**config.mk**
```make
export PLATFORM = sky130hd
export DESIGN_NAME = pipe_exe_unit_flat
export DESIGN_NICKNAME = d
export VERILOG_FILES = /design/src/rtl/pipe_exe_unit_pkg.sv /design/src/rtl/pipe_exe_unit_if.sv /design/src/rtl/pipe_exe_unit_alu.sv /design/src/rtl/pipe_exe_unit.sv /design/src/flat_wrapper.sv
export SDC_FILE = /design/constraint.sdc
export NUM_CORES = 1
export LEC_CHECK = 0
export ABC_CLOCK_PERIOD_IN_PS = 7400
export CAP_MARGIN = 10
export CELL_PAD_IN_SITES_DETAIL_PLACEMENT = 0
export CELL_PAD_IN_SITES_GLOBAL_PLACEMENT = 1
export CORE_ASPECT_RATIO = 0.9
export CORE_UTILIZATION = 40
export DETAILED_ROUTE_END_ITERATION = 7
export PLACE_DENSITY = 0.9
export SLEW_MARGIN = 10
export SYNTH_ARGS = -nofsm -noshare
export SYNTH_HDL_FRONTEND = slang
export SYNTH_HIERARCHICAL = 1
export SYNTH_SLANG_ARGS = --single-unit
```
**constraint.sdc**
```tcl
create_clock -name clock -period 7.4 [get_ports clock]
set_input_delay 1.48 -clock clock [delete_from_list [all_inputs] [get_ports clock]]
set_output_delay 1.48 -clock clock [all_outputs]
set_load 0.02 [all_outputs]
```
**src/rtl/pipe_exe_unit_pkg.sv**
```systemverilog
// Shared types and constants for the execute stage: ALU opcodes, multiply FSM states, E/M record.
// Pure declarations; no logic, no latency.
package pipe_exe_unit_pkg;

   localparam int         MUL_CYCLES_DEF = 32;
   localparam logic [4:0] REG_RA         = 5'd31;

   // Bit 3 only distinguishes the shift group; for the others it is a don't-care.
   localparam logic [3:0] ALU_ADD = 4'b0000;
   localparam logic [3:0] ALU_SUB = 4'b0100;
   localparam logic [3:0] ALU_AND = 4'b0001;
   localparam logic [3:0] ALU_OR  = 4'b0101;
   localparam logic [3:0] ALU_XOR = 4'b0010;
   localparam logic [3:0] ALU_LUI = 4'b0110;
   localparam logic [3:0] ALU_SLL = 4'b0011;
   localparam logic [3:0] ALU_SRL = 4'b0111;
   localparam logic [3:0] ALU_SRA = 4'b1111;

   typedef enum logic [1:0] {
      ST_IDLE = 2'd0,
      ST_MUL  = 2'd1,
      ST_DONE = 2'd2
   } mul_state_t;

   typedef struct packed {
      logic        wreg;
      logic        m2reg;
      logic        wmem;
      logic [31:0] alu;
      logic [31:0] b;
      logic [4:0]  rn;
   } em_t;

endpackage

```
**src/rtl/pipe_exe_unit_if.sv**
```systemverilog
// E-stage inputs from the D/E register and E/M register outputs, bundled for the execute unit.
// The master side drives the E-stage controls/operands; the slave side is the execute unit.
interface pipe_exe_unit_if;
   logic        ewreg;
   logic        em2reg;
   logic        ewmem;
   logic [3:0]  ealuc;
   logic        ealuimm;
   logic        eshift;
   logic        ejal;
   logic        emul;
   logic [31:0] ea;
   logic [31:0] eb;
   logic [31:0] eimm;
   logic [31:0] epc4;
   logic [4:0]  ern0;
   logic [4:0]  ern;
   logic        estall;
   logic        mwreg;
   logic        mm2reg;
   logic        mwmem;
   logic [31:0] malu;
   logic [31:0] mb;
   logic [4:0]  mrn;

   modport master (
      output ewreg, em2reg, ewmem, ealuc, ealuimm, eshift, ejal, emul,
             ea, eb, eimm, epc4, ern0,
      input  ern, estall, mwreg, mm2reg, mwmem, malu, mb, mrn
   );

   modport slave (
      input  ewreg, em2reg, ewmem, ealuc, ealuimm, eshift, ejal, emul,
             ea, eb, eimm, epc4, ern0,
      output ern, estall, mwreg, mm2reg, mwmem, malu, mb, mrn
   );
endinterface

```
**src/rtl/pipe_exe_unit_alu.sv**
```systemverilog
// Combinational 32-bit ALU (wrapping arithmetic, no overflow trap).
// Zero latency; no flow control.
module pipe_exe_unit_alu
   import pipe_exe_unit_pkg::*;
(
   input  logic [31:0] a,
   input  logic [31:0] b,
   input  logic [3:0]  aluc,
   output logic [31:0] r
);

   always_comb begin
      r = '0;
      if (aluc[1:0] == 2'b11) begin
         case (aluc)
            ALU_SLL: r = b << a[4:0];
            ALU_SRL: r = b >> a[4:0];
            ALU_SRA: r = $signed(b) >>> a[4:0];
            default: r = '0;
         endcase
      end else begin
         case (aluc[2:0])
            ALU_ADD[2:0]: r = a + b;
            ALU_SUB[2:0]: r = a - b;
            ALU_AND[2:0]: r = a & b;
            ALU_OR[2:0]:  r = a | b;
            ALU_XOR[2:0]: r = a ^ b;
            ALU_LUI[2:0]: r = {b[15:0], 16'h0000};
            default:      r = '0;
         endcase
      end
   end

endmodule

```
**src/rtl/pipe_exe_unit.sv**
```systemverilog
// Execute stage: operand select, ALU / iterative shift-add multiply, jal link, E/M register.
// ALU ops: 1 cycle; multiply: 34 cycles with estall held for 33, E/M receives bubbles meanwhile.
module pipe_exe_unit
   import pipe_exe_unit_pkg::*;
#(
   parameter int MUL_CYCLES = MUL_CYCLES_DEF
) (
   input  logic           clock,
   input  logic           resetn,
   pipe_exe_unit_if.slave bus
);

   localparam int            CW   = $clog2(MUL_CYCLES);
   localparam logic [CW-1:0] LAST = CW'(MUL_CYCLES - 1);

   logic [31:0]   op_a;
   logic [31:0]   op_b;
   logic [31:0]   alu_r;
   logic [31:0]   result;
   logic [31:0]   mcand;
   logic [31:0]   mplier;
   logic [31:0]   product;
   logic [CW-1:0] count;
   mul_state_t    state;
   mul_state_t    state_nxt;
   logic          mul_start;
   logic          mul_load;
   logic          mul_step;
   logic          use_product;
   logic          stall;
   em_t           em_d;
   em_t           em_q;

   assign op_a      = bus.eshift  ? {27'b0, bus.eimm[10:6]} : bus.ea;
   assign op_b      = bus.ealuimm ? bus.eimm : bus.eb;
   assign bus.ern   = bus.ejal    ? REG_RA : bus.ern0;
   // jal takes priority over a multiply request in the same instruction.
   assign mul_start = bus.emul && !bus.ejal;

   pipe_exe_unit_alu u_alu (
      .a    (op_a),
      .b    (op_b),
      .aluc (bus.ealuc),
      .r    (alu_r)
   );

   always_ff @(posedge clock) begin
      if (!resetn) state <= ST_IDLE;
      else         state <= state_nxt;
   end

   always_comb begin
      state_nxt = state;
      case (state)
         ST_IDLE: if (mul_start) state_nxt = ST_MUL;
         ST_MUL:  if (count == LAST) state_nxt = ST_DONE;
         // emul is still asserted while the product drains; never restart from here.
         ST_DONE: state_nxt = ST_IDLE;
         default: state_nxt = ST_IDLE;
      endcase
   end

   always_comb begin
      mul_load    = (state == ST_IDLE) && mul_start;
      mul_step    = (state == ST_MUL);
      use_product = (state == ST_DONE);
      stall       = mul_load || mul_step;
   end

   assign bus.estall = stall;

   always_ff @(posedge clock) begin
      if (!resetn) begin
         mcand   <= '0;
         mplier  <= '0;
         product <= '0;
         count   <= '0;
      end else if (mul_load) begin
         mcand   <= op_a;
         mplier  <= op_b;
         product <= '0;
         count   <= '0;
      end else if (mul_step) begin
         if (mplier[0]) product <= product + mcand;
         mcand  <= mcand << 1;
         mplier <= mplier >> 1;
         count  <= count + CW'(1);
      end
   end

   assign result = bus.ejal ? bus.epc4 + 32'd4 : (use_product ? product : alu_r);

   always_comb begin
      em_d = '0;
      if (!stall) begin
         em_d.wreg  = bus.ewreg;
         em_d.m2reg = bus.em2reg;
         em_d.wmem  = bus.ewmem;
         em_d.alu   = result;
         em_d.b     = bus.eb;
         em_d.rn    = bus.ern;
      end
   end

   always_ff @(posedge clock) begin
      if (!resetn) em_q <= '0;
      else         em_q <= em_d;
   end

   assign bus.mwreg  = em_q.wreg;
   assign bus.mm2reg = em_q.m2reg;
   assign bus.mwmem  = em_q.wmem;
   assign bus.malu   = em_q.alu;
   assign bus.mb     = em_q.b;
   assign bus.mrn    = em_q.rn;

endmodule
```
**src/flat_wrapper.sv**
```systemverilog
// flat-port wrapper written by rule: the top's interface ports become plain ports
module pipe_exe_unit_flat import pipe_exe_unit_pkg::*;
#(
   parameter int MUL_CYCLES = MUL_CYCLES_DEF
)
  (clock, resetn, bus_ewreg, bus_em2reg, bus_ewmem, bus_ealuc, bus_ealuimm, bus_eshift, bus_ejal, bus_emul, bus_ea, bus_eb, bus_eimm, bus_epc4, bus_ern0, bus_ern, bus_estall, bus_mwreg, bus_mm2reg, bus_mwmem, bus_malu, bus_mb, bus_mrn);
  pipe_exe_unit_if bus_i ();
  input  logic clock;
  input  logic resetn;
  input wire logic [$bits(bus_i.ewreg)-1:0] bus_ewreg;
  input wire logic [$bits(bus_i.em2reg)-1:0] bus_em2reg;
  input wire logic [$bits(bus_i.ewmem)-1:0] bus_ewmem;
  input wire logic [$bits(bus_i.ealuc)-1:0] bus_ealuc;
  input wire logic [$bits(bus_i.ealuimm)-1:0] bus_ealuimm;
  input wire logic [$bits(bus_i.eshift)-1:0] bus_eshift;
  input wire logic [$bits(bus_i.ejal)-1:0] bus_ejal;
  input wire logic [$bits(bus_i.emul)-1:0] bus_emul;
  input wire logic [$bits(bus_i.ea)-1:0] bus_ea;
  input wire logic [$bits(bus_i.eb)-1:0] bus_eb;
  input wire logic [$bits(bus_i.eimm)-1:0] bus_eimm;
  input wire logic [$bits(bus_i.epc4)-1:0] bus_epc4;
  input wire logic [$bits(bus_i.ern0)-1:0] bus_ern0;
  output wire logic [$bits(bus_i.ern)-1:0] bus_ern;
  output wire logic [$bits(bus_i.estall)-1:0] bus_estall;
  output wire logic [$bits(bus_i.mwreg)-1:0] bus_mwreg;
  output wire logic [$bits(bus_i.mm2reg)-1:0] bus_mm2reg;
  output wire logic [$bits(bus_i.mwmem)-1:0] bus_mwmem;
  output wire logic [$bits(bus_i.malu)-1:0] bus_malu;
  output wire logic [$bits(bus_i.mb)-1:0] bus_mb;
  output wire logic [$bits(bus_i.mrn)-1:0] bus_mrn;
  assign bus_i.ewreg = bus_ewreg;
  assign bus_i.em2reg = bus_em2reg;
  assign bus_i.ewmem = bus_ewmem;
  assign bus_i.ealuc = bus_ealuc;
  assign bus_i.ealuimm = bus_ealuimm;
  assign bus_i.eshift = bus_eshift;
  assign bus_i.ejal = bus_ejal;
  assign bus_i.emul = bus_emul;
  assign bus_i.ea = bus_ea;
  assign bus_i.eb = bus_eb;
  assign bus_i.eimm = bus_eimm;
  assign bus_i.epc4 = bus_epc4;
  assign bus_i.ern0 = bus_ern0;
  assign bus_ern = bus_i.ern;
  assign bus_estall = bus_i.estall;
  assign bus_mwreg = bus_i.mwreg;
  assign bus_mm2reg = bus_i.mm2reg;
  assign bus_mwmem = bus_i.mwmem;
  assign bus_malu = bus_i.malu;
  assign bus_mb = bus_i.mb;
  assign bus_mrn = bus_i.mrn;
  pipe_exe_unit #(.MUL_CYCLES(MUL_CYCLES)) u_core (.clock(clock), .resetn(resetn), .bus(bus_i));
endmodule
```
==> impl.org <==
** Clocking
- The clock passes through at most 2 buffers.
- The tree built by TritonCTS fans out to 175 sinks.
- Level count of the clock H-tree :: 4
- Total clock buffers created by CTS :: 17
- Clk Latency, worst-skew pair :: 0.49 ns
- TritonCTS built the clock tree.
- Buffers inserted to repair hold after CTS numbered 0.
- The number of gates resized after CTS was 0.
- After clock tree synthesis, the clock-pin slew on the worst setup and hold paths is 0.07 ns.
- In this run the post-CTS setup repair buffer count came out at 0.
- CTS placed an instance of clkbuf_16 at the clock tree root.

** Synthesis
- Yosys attributes the largest share of cell area to dfxtp_1, ha_1, nand2_1.
- In this run, synthesis inferred 0 flip-flops with an integrated enable.
- Post-synthesis instance total :: 2332
- Most area-hungry cell type in the Yosys netlist :: dfxtp_1
- Synthesis Warnings :: 6
- Synth top area share :: 0.201
- The commonest cells after synthesis are nand2_1, a21oi_1, nor2_1.
- The most common cell in the synthesized netlist is nand2_1.
- Number of register bits inferred by synthesis :: 175
- FFs w/ async S/R, synth :: 0
- Synth Area per Inst :: 7.49 µm²
- The synthesized netlist occupies a cell area of 17500 µm².
- Top_reg_cell synth :: dfxtp_1
- For this run, the register share of the synthesized area comes to 0.201.
- Synthesized net count :: 2610
- The number of different library cells used by synthesis comes to 92.

** Floorplanning
- Die span in y :: 200 µm
- 224 I/O pins were placed.
- Area of the die :: 44500 µm²
- Horizontal die dimension :: 222 µm
- After floorplanning, the core was divided into 72 placement rows.
- Initial Utilization :: 0.406
- Core outline area :: 43000 µm²

** Critical path
- Data on the critical path arrives at its endpoint at 6.82 ns.
- The worst setup path is of the in2reg kind.
- The worst setup path is captured at a register.
- Largest driver fanout on the critical path :: 32
- CP Launch Type :: input pin
- Required time of the critical path :: 7.74 ns

** Global route
- Congestion Overflow GR :: 0
- Number of global-route vias before repair :: 17600
- Global-route wire length before repair :: 110000 µm
- Across every metal layer, demand over resource in global routing totals 0.326.
- The number of antenna violations at the first check in global routing came to 1.
- Entering global routing, the biggest net connects 89 pins.

** Outcome
- The checks that failed: design-rule violations.
- Outcome :: complete, but fails checks

** Detailed routing
- For this block, the initial DRC count from the detailed router was 2220.
- For this block, the routed nets add up to 73600 µm of wire.
- Average wire per cell in the routed design :: 24.5 µm
- Vias per std cell :: 6.19
- After detailed routing, the number of remaining DRC violations is 1.
- Pre-antenna DRT Iters :: 8
- Post-detailed-route count of antenna-violating nets :: 0
- Via count :: 18600

** Power
- Power spread over the standard cell area amounts to 161 nW/µm².
- Of the total power, the share spent switching nets is 0.399.
- Of the total power, registers draw 0.305.
- Internal power summed over all cells :: 2.00 mW
- Static Leakage :: 8.62 nW
- Of the total power, the clock network draws 0.281.
- Psw :: 1.33 mW
- IR analysis of the VDD net gives a maximum drop of 0.180 mV.
- The share of total power dissipated in combinational logic is 0.415.

** Place
- Port Buf Inserts :: 223
- Summed over all nets, the half-perimeter wirelength after detailed placement is 56100 µm.
- The congestion estimate from routability-driven global placement came to 0.998.
- OpenSTA, run right after detailed placement, puts the worst setup slack at 0.572 ns.
- Summing all placed instances gives a cell area of 20100 µm².

** Hold path
- In this run the worst hold path is classified as reg2reg.

** Job
- Max-cap violations in this run came to 0.

** STA
- Setup violations remaining at the end of the flow were counted as 0.
- Based on the critical path, the design can be clocked at up to 154 MHz.
- Worst max-slew margin expressed relative to the limit :: 0.342
- Dividing the final minimum period by the clock period gives 0.875.
- Final worst path period need :: 6.48 ns
- Unrepaired setup endpoints after global routing :: false
- Hold Slack :: 0.466 ns
- Setup total negative slack on the finished layout was measured at 0 ns.
- The max-slew violation total from the final report came to 0.
- In the post-route analysis, the smallest setup slack over all paths is 0.925 ns.
- Slew at the pin closest to its max-slew limit :: 0.984 ns
- The final hold violation count came to 0.
- Clk_skew :: 0.0125 ns

** Final layout
- Number of antenna cells inserted :: 0
- Fraction of final layout cells with drive strength greater than 1 :: 0.0856
- Area growth from synthesis to layout :: 18.6%
- Final design instance area without fill :: 20700 µm²
- The net count of the finished layout is 2720.
- At the end of the flow the core is filled with cells to 0.482.
==> flip-flops by register name (all words and copies together) (netlist names), 2 cells and up <==
signal	flops
u_core/state	2
u_core/bus.mrn	5
u_core/count	5
u_core/bus.malu	32
u_core/mplier	32
u_core/mcand	32
u_core/product	32
u_core/bus.mb	32
==> area by class of cell <==
| class | count | area, µm² |
|---|---|---|
| Tap cell | 555 | 694 |
| Clock buffer | 17 | 425 |
| Timing Repair Buffer | 270 | 2620 |
| Fill cell | 4304 | 22300 |
| Inverter | 87 | 327 |
| Clock inverter | 14 | 171 |
| Sequential cell | 175 | 3500 |
| Multi-Input combinational cell | 1891 | 13000 |
==> logic make-up (layout without fill, tap and decap cells) <==
| group | after synthesis | after routing | synth area share |
|---|---|---|---|
| compound gates | 712 | 712 | 0.273 |
| xor+xnor | 104 | 104 | 0.0522 |
| fa+ha+maj | 132 | 132 | 0.0955 |
| buf+inv | 266 | 388 | 0.0591 |
| flops | 175 | 175 | 0.201 |
| mux | 162 | 162 | 0.108 |
| simple gates | 781 | 781 | 0.211 |
==> path summary, 6_finish.rpt <==
kind	endpoint	slack, ns	from	cells past startpoint
hold reg to reg	u_core/mplier[7]	0.47	u_core/mplier[7]	2
setup reg to reg	u_core/product[24]	4.29	u_core/mcand[0]	10
hold / removal	u_core/mplier[7]	0.47	u_core/mplier[7]	2
setup / recovery	u_core/bus.malu[28]	0.92	bus_ealuimm	23
==> cell usage in the layout (no fill, tap or decap), types with 17 or more instances in the layout <==
master,Yosys,final
inv_1,85,84
a31oi_1,28,28
a21oi_1,195,195
buf_4,1,43
dfxtp_1,175,175
mux2i_1,83,83
nand3_1,75,75
xnor2_1,75,75
xor2_1,29,29
ha_1,130,130
nand2_1,275,275
nand2b_1,22,20
clkbuf_16,0,17
clkdlybuf4s50_1,0,220
a22oi_1,73,73
a21boi_0,55,55
mux2_2,64,64
nor3_1,23,23
o21ai_0,110,110
a21o_1,25,25
a211o_1,18,18
nor2_1,193,191
a221oi_1,22,22
a211oi_1,34,34
o211ai_1,23,23
nor2b_1,36,35
and3_1,64,64
nand4_1,17,17
o211a_1,17,17
o22ai_1,18,18
==> power by group through the flow <==
stage	combinational [mW]	sequential, mW	clock (mW)
after floorplan	0.812	1.06	0
after detailed placement	1.33	1.03	0
after global placement	1.33	1.03	0
final	1.38	1.01	0.933
after global routing	1.47	1.02	0.989
after CTS	1.34	1.01	0.957
==> metal layers <==
| metal | track usage | routed length [µm] | vias to the layer above |
|---|---|---|---|
| li1 | - | - | 8665 |
| met1 | 0.452 | 33400 | 8816 |
| met2 | 0.465 | 29900 | 964 |
| met3 | 0.0880 | 7050 | 166 |
| met4 | 0.150 | 3210 | 2 |
| met5 | 0 | 17 | - |
==> worst max-delay path, stage by stage <==
cell and delay (ns):
clkdlybuf4s50_1 0.50, buf_12 0.22, mux2_2 0.44, inv_1 0.19, nand3_1 0.15, nor3_1 0.21
buf_4 0.19, nand3_1 0.09, nor2_1 0.16, a21oi_1 0.10, xnor2_1 0.17, ha_1 0.42
nand4_1 0.21, o31ai_1 0.43, o41a_1 0.28, nand2_1 0.14, o21a_1 0.22, a21oi_1 0.29
xor2_1 0.11, a211o_1 0.30, mux2_2 0.26, o21ai_0 0.17, a21oi_1 0.06
==> stage by stage <==
step	instances	power, mW
after floorplan	2332	1.88
after global placement	2978	2.37
after detailed placement	2978	2.37
after CTS	3009	3.31
after global routing	3009	3.47
final	3009	3.32
(Power assumes the default switching activity.)
